### src/rtl/op_loader_pkg.sv
// Shared types and defaults for the operand loader and its pin synchronizer.
package op_loader_pkg;

  localparam int DEF_WIDTH       = 8;
  localparam int DEF_SYNC_STAGES = 2;

  typedef enum logic [1:0] {
    LOAD_A  = 2'd0,
    LOAD_B  = 2'd1,
    PRESENT = 2'd2
  } state_e;

endpackage

### src/rtl/pin_sync_edge.sv
// Multi-flop synchronizer for an asynchronous pin with a one-cycle rising-edge pulse.
module pin_sync_edge
  import op_loader_pkg::*;
#(
  parameter int SYNC_STAGES = DEF_SYNC_STAGES
) (
  input  logic clk,
  input  logic rst_n,
  input  logic async_in,
  output logic edge_pulse
);

  logic [SYNC_STAGES-1:0] sync_q, sync_d;
  logic                   prev_q, prev_d;

  always_comb begin
    sync_d = {sync_q[SYNC_STAGES-2:0], async_in};
    prev_d = sync_q[SYNC_STAGES-1];
  end

  // Reset to ones so a pin already high at reset release is not seen as an edge.
  always_ff @(posedge clk) begin
    if (!rst_n) begin
      sync_q <= '1;
      prev_q <= 1'b1;
    end else begin
      sync_q <= sync_d;
      prev_q <= prev_d;
    end
  end

  assign edge_pulse = sync_q[SYNC_STAGES-1] & ~prev_q;

endmodule

### src/rtl/op_loader.sv
// Captures operand A then operand B from a strobed pin bus and presents the pair
// downstream with a valid/ready handshake.
module op_loader
  import op_loader_pkg::*;
#(
  parameter int WIDTH       = DEF_WIDTH,
  parameter int SYNC_STAGES = DEF_SYNC_STAGES
) (
  input  logic             clk,
  input  logic             rst_n,
  input  logic [WIDTH-1:0] data_in,
  input  logic             load_strb,
  output logic [WIDTH-1:0] op_a,
  output logic [WIDTH-1:0] op_b,
  output logic             op_valid,
  input  logic             op_ready,
  output logic [1:0]       state_dbg,
  output logic             overrun
);

  // Handshake: a pair transfers on a rising edge where op_valid and op_ready are
  // both 1; op_valid never drops and op_a/op_b never change until that transfer.

  state_e           state_q, state_d;
  logic [WIDTH-1:0] op_a_q, op_a_d;
  logic [WIDTH-1:0] op_b_q, op_b_d;
  logic             op_valid_q, op_valid_d;
  logic             overrun_q, overrun_d;
  logic             strb_edge;

  pin_sync_edge #(
    .SYNC_STAGES(SYNC_STAGES)
  ) u_strb_sync (
    .clk       (clk),
    .rst_n     (rst_n),
    .async_in  (load_strb),
    .edge_pulse(strb_edge)
  );

  always_comb begin
    state_d    = state_q;
    op_a_d     = op_a_q;
    op_b_d     = op_b_q;
    op_valid_d = op_valid_q;
    overrun_d  = overrun_q;
    case (state_q)
      LOAD_A: begin
        if (strb_edge) begin
          op_a_d  = data_in;
          state_d = LOAD_B;
        end
      end
      LOAD_B: begin
        if (strb_edge) begin
          op_b_d     = data_in;
          op_valid_d = 1'b1;
          state_d    = PRESENT;
        end
      end
      PRESENT: begin
        if (op_ready) begin
          op_valid_d = 1'b0;
          // A strobe coinciding with the transfer starts the next pair.
          if (strb_edge) begin
            op_a_d  = data_in;
            state_d = LOAD_B;
          end else begin
            state_d = LOAD_A;
          end
        end else if (strb_edge) begin
          overrun_d = 1'b1;
        end
      end
      default: begin
        op_valid_d = 1'b0;
        state_d    = LOAD_A;
      end
    endcase
  end

  always_ff @(posedge clk) begin
    if (!rst_n) begin
      state_q    <= LOAD_A;
      op_a_q     <= '0;
      op_b_q     <= '0;
      op_valid_q <= 1'b0;
      overrun_q  <= 1'b0;
    end else begin
      state_q    <= state_d;
      op_a_q     <= op_a_d;
      op_b_q     <= op_b_d;
      op_valid_q <= op_valid_d;
      overrun_q  <= overrun_d;
    end
  end

  assign op_a      = op_a_q;
  assign op_b      = op_b_q;
  assign op_valid  = op_valid_q;
  assign overrun   = overrun_q;
  assign state_dbg = state_q;

endmodule

### config.mk
export PLATFORM = sky130hd
export DESIGN_NAME = op_loader
export DESIGN_NICKNAME = d
export VERILOG_FILES = /design/src/rtl/op_loader_pkg.sv /design/src/rtl/pin_sync_edge.sv /design/src/rtl/op_loader.sv
export SDC_FILE = /design/constraint.sdc
export NUM_CORES = 1
export LEC_CHECK = 0
export ABC_AREA = 0
export CAP_MARGIN = 20
export CORE_MARGIN = 5
export CORE_UTILIZATION = 38
export DETAILED_ROUTE_END_ITERATION = 16
export HOLD_SLACK_MARGIN = 0.15
export PLACE_DENSITY = 0.79
export SKIP_CTS_REPAIR_TIMING = 1
export SLEW_MARGIN = 20
export SYNTH_ARGS = -nofsm -noshare
export SYNTH_HDL_FRONTEND = slang
export SYNTH_HIERARCHICAL = 1
export SYNTH_SLANG_ARGS = --single-unit
### constraint.sdc
create_clock -name clk -period 1.1 [get_ports clk]
set_input_delay 0.22 -clock clk [delete_from_list [all_inputs] [get_ports clk]]
set_output_delay 0.22 -clock clk [all_outputs]
set_load 0.005 [all_outputs]
# == After elaboration in Yosys (flattened, before gate mapping) ==
# Cells that the tools add are included.
# op_classes
mux,11
eq_ne,5
reduce_logical,7
n_bitwise,4
# ops
operator,n
8-bit two-way mux,2
8-bit one-hot mux with 2 select lines,1
3-bit AND reduction,3
2-bit two-way mux,3
2-bit inequality test (second input constant),3
2-bit one-hot mux with 3 select lines,1
2-bit AND reduction,2
1-bit two-way mux,3
1-bit inverter,3
1-bit one-hot mux with 3 select lines,1
2-bit by 1-bit == test with 1-bit output (second input constant),1
2-bit == test (second input constant),1
2-bit logical NOT,1
2-bit nonzero test,1
1-bit bitwise AND,1
# totals
register_bits,23
output_inout_bits,20
word_cells,34

# == Depth between registers and ports, before layout ==
# depth
ltp_word,5
depth_mapped,5
ltp_nobuf,4

# == By module ==
# The synthesis kept the hierarchy.
# modules_own_cells
module,area_each_um2,instances,cells_each
op_loader,789.5,1,78
pin_sync_edge,92.6,1,7

# == Worst setup path after synthesis ==
# Ideal clock, no wire load.
# synth_timing
path_type,register to register
from,"register state_q[0], in the netlist state_dbg[0]"
to,"register op_b_q[4], in the netlist op_b[4]"
setup_time_ps,115
path_slack_ps,30
synth_period_minus_slack_ps,1070
required_time_ps,985
n_path_buf,1
arrival_time_ps,955
path_stages_with_launch,5
cell_sequence,dfxtp_1 nand3b_4 buf_6 nand3_1 o21ai_2
# synth_via
elab_chain_len,2
# synth_lines
element,line,rtl
start: declaration,op_loader.sv:24,"state_e state_q, state_d;"
start signal: assignment,op_loader.sv:89,state_q <= state_d;
2-bit by 1-bit == test with 1-bit output,op_loader.sv:46,case (state_q)
2-bit AND reduction (no source line),n/a,
end signal: assignment,op_loader.sv:91,op_b_q <= op_b_d;
end: declaration,op_loader.sv:26,"logic [WIDTH-1:0] op_b_q, op_b_d;"
# Every way passes these cells.
# A chain may end at the register's enable or synchronous reset.

# == Final worst setup path ==
# layout_timing
from,"register state_q[0], in the netlist state_dbg[0]"
to,"register state_q[1], in the netlist state_dbg[1]"
# layout_via
elab_chain_len,3
word_cells_on_any_way,8
classes_between,eq/ne (5); mux (1); reduce/logical (2)
# layout_lines
element,line
2-bit by 1-bit == test with 1-bit output (tied with other cells),op_loader.sv:46
2-bit inequality test (no source line),n/a
3-bit AND reduction (no source line),n/a
# Parallel ways exist; a longest one is shown, timed or not.

==> results.json <==
{
  "final-seq-area_um2": 484,
  "die_w_um": 58.2,
  "grt.overflow.total": 0,
  "cts_made_buffers": 3,
  "rows": 17,
  "synth_edf_count": 0,
  "finalSetupViolations": 14,
  "final.fill_count": 191,
  "finalNetCount": 143,
  "synth.top_cell.area_share": 0.522,
  "worst_ep_arrival_time_ps": 1370,
  "coreArea_mm2": 0.00221,
  "relSlewSlack": 0.853,
  "power_density_mw_per_mm2": 972,
  "hold_path.class": "reg -> reg",
  "synthesis.area_um2": 882,
  "dieArea_mm2": 0.00338,
  "crit_type": "reg -> reg",
  "fin_skew_ps": 6.01,
  "fin_area_mm2": 0.00143,
  "via_per_inst": 4.75,
  "drtPass1Iterations": 4,
  "cts.sinks": 23,
  "syn_inst": 85,
  "drive_gt1_frac": 0.369,
  "rsz0062_at_grt": "yes",
  "grt_max_degree": 24,
  "startpoint_type": "register",
  "place_congestion": 0.711,
  "synthDistinctLibCells": 21,
  "clock_latency_ps": 300,
  "cts_tree": "built",
  "cts_buffer_depth": 2,
  "hold-worst-slack_ps": 423,
  "wl_per_cell_um": 13.1,
  "min_period_ps": 1170,
  "status": "complete, but fails checks",
  "dp_hpwl_mm": 1.42,
  "synth_ff_type": "dfxtp_1",
  "fin_util": 0.645,
  "required_ps": 1300,
  "place_area_mm2": 0.00127,
  "drc": 0,
  "antenna_found_initial": 0,
  "h-tree-depth": 1,
  "syn_nets": 97,
  "layout_setup_ws_ps": -73.2,
  "avgSynthCellArea_um2": 10.4,
  "port_buffers": 31,
  "routed_wirelength_mm": 2.07,
  "multi_input_area_um2": 397,
  "cp_max_fo": 17,
  "synthArstFlopShare": 0,
  "ir_worst_vdd_mv": 0.906,
  "ios": 32,
  "clk_pin_slew_ps": 120,
  "synth_top_area_cell": "dfxtp_1",
  "end_kind": "register",
  "p_total_w": 0.00139,
  "area_growth_pct": 61.7,
  "initial_core_util": 0.399,
  "fin_crit_sh": 1.07,
  "yosys-top-cells-area": "dfxtp_1, mux2i_1, nand2_1",
  "cts-root-buf": "clkbuf_4",
  "fp.dieH_um": 58.2,
  "drv_cap": 0,
  "hold_viol_final": 0,
  "tightest_slew_ps": 220,
  "initialDrtViolationCount": 4,
  "antenna_left": 0,
  "first_global_vias": 711,
  "synth-seq-cells": 23,
  "violations": "setup timing",
  "yosysWarnings": 6,
  "p_leak_nw": 0.953,
  "slew_viol_final": 0,
  "fmax_mhz": 852,
  "vias": 751,
  "n_antenna_cell": 0,
  "grt_use_total": 0.118,
  "grt_pass1_wl_mm": 3.15,
  "seq_area_frac_synth": 0.522
}
## registers in the layout, indices dropped and copies added (netlist names)
name / count
op_a: 8
overrun: 1
u_strb_sync/prev_q: 1
op_valid: 1
u_strb_sync/sync_q: 2
op_b: 8
state_dbg: 2
## critical path, stage by stage (launching register included)
cell      delay (ps)
dfxtp_2          350
buf_4            130
buf_4            130
nand3b_4         190
o21ai_0          110
and2_1           170
## power breakdown
group | switching, W | total (W) | internal, W
combinational | 0.0000607 | 0.000154 | 0.0000936
clock | 0.000237 | 0.000378 | 0.000141
sequential | 0.00000724 | 0.000855 | 0.000848
## synthesized netlist by cell type (all sizes together), types with 2 or more instances
library cell / number
clkbuf: 2
o21ai: 10
nand3: 8
nand2: 18
nand2b: 4
mux2i: 8
dfxtp: 23
nor2b: 2
buf: 2
and2: 2
## through the flow
stage	instances	TNS, ps	worst slack [ps]
6_report	158	-554	-73.2
3_3_place_gp	147	-2360	-167
5_1_grt	158	-1570	-139
4_1_cts	151	-6260	-347
3_5_place_dp	147	-3010	-236
2_1_floorplan	85	0	29.8
## cells in the final DEF (no fill, tap or decap), drive strengths merged
cell type / synthesis / final
nand2b: 4 / 4
nor2b: 2 / 2
nand3: 8 / 8
mux2i: 8 / 8
a21boi: 1 / 1
clkdlybuf4s50: 0 / 11
and2: 2 / 2
nand3b: 1 / 1
o21a: 1 / 1
clkbuf: 2 / 4
buf: 2 / 15
dlymetal6s2s: 0 / 19
o2bb2ai: 1 / 1
dfxtp: 23 / 23
o21ai: 10 / 10
xnor2: 1 / 1
nand2: 18 / 18
nor3b: 1 / 1
## kinds of logic (layout without fill, tap and decap cells)
group / after synthesis / in the layout / synth area share
AOI/OAI and AO/OA: 13 / 13 / 0.113
xor gates and xnor gates: 1 / 1 / 0.00993
buffers and inverters: 4 / 49 / 0.0284
DFF: 23 / 23 / 0.522
muxes: 8 / 8 / 0.0908
and+or+nand+nor: 36 / 36 / 0.235
## final cells by class
class,instances,area share
clock buffers,4,0.0184
flip-flops and latches,23,0.339
well taps,28,0.0246
repair buffers,45,0.339
multi-input cells,58,0.278
## path summary, 6_finish.rpt
check        slack, ps                             start                          endpoint  cells past startpoint
max                -70         state_dbg[0]$_SDFFE_PN0P_         state_dbg[1]$_SDFFE_PN0P_                      5
max reg2reg        -70         state_dbg[0]$_SDFFE_PN0P_         state_dbg[1]$_SDFFE_PN0P_                      5
min reg2reg        420  u_strb_sync/sync_q[0]$_SDFF_PN1_  u_strb_sync/sync_q[1]$_SDFF_PN1_                      1
min                420  u_strb_sync/sync_q[0]$_SDFF_PN1_  u_strb_sync/sync_q[1]$_SDFF_PN1_                      1
## metal layers
| metal | GRT usage | routed length [um] |
|---|---|---|
| met1 | 0.139 | 800 |
| met2 | 0.208 | 1150 |
| met3 | 0.0401 | 117 |
| met4 | 0.0199 | 0 |
| met5 | 0 | 0 |
Note: power is estimated with default switching activity, not from simulation.
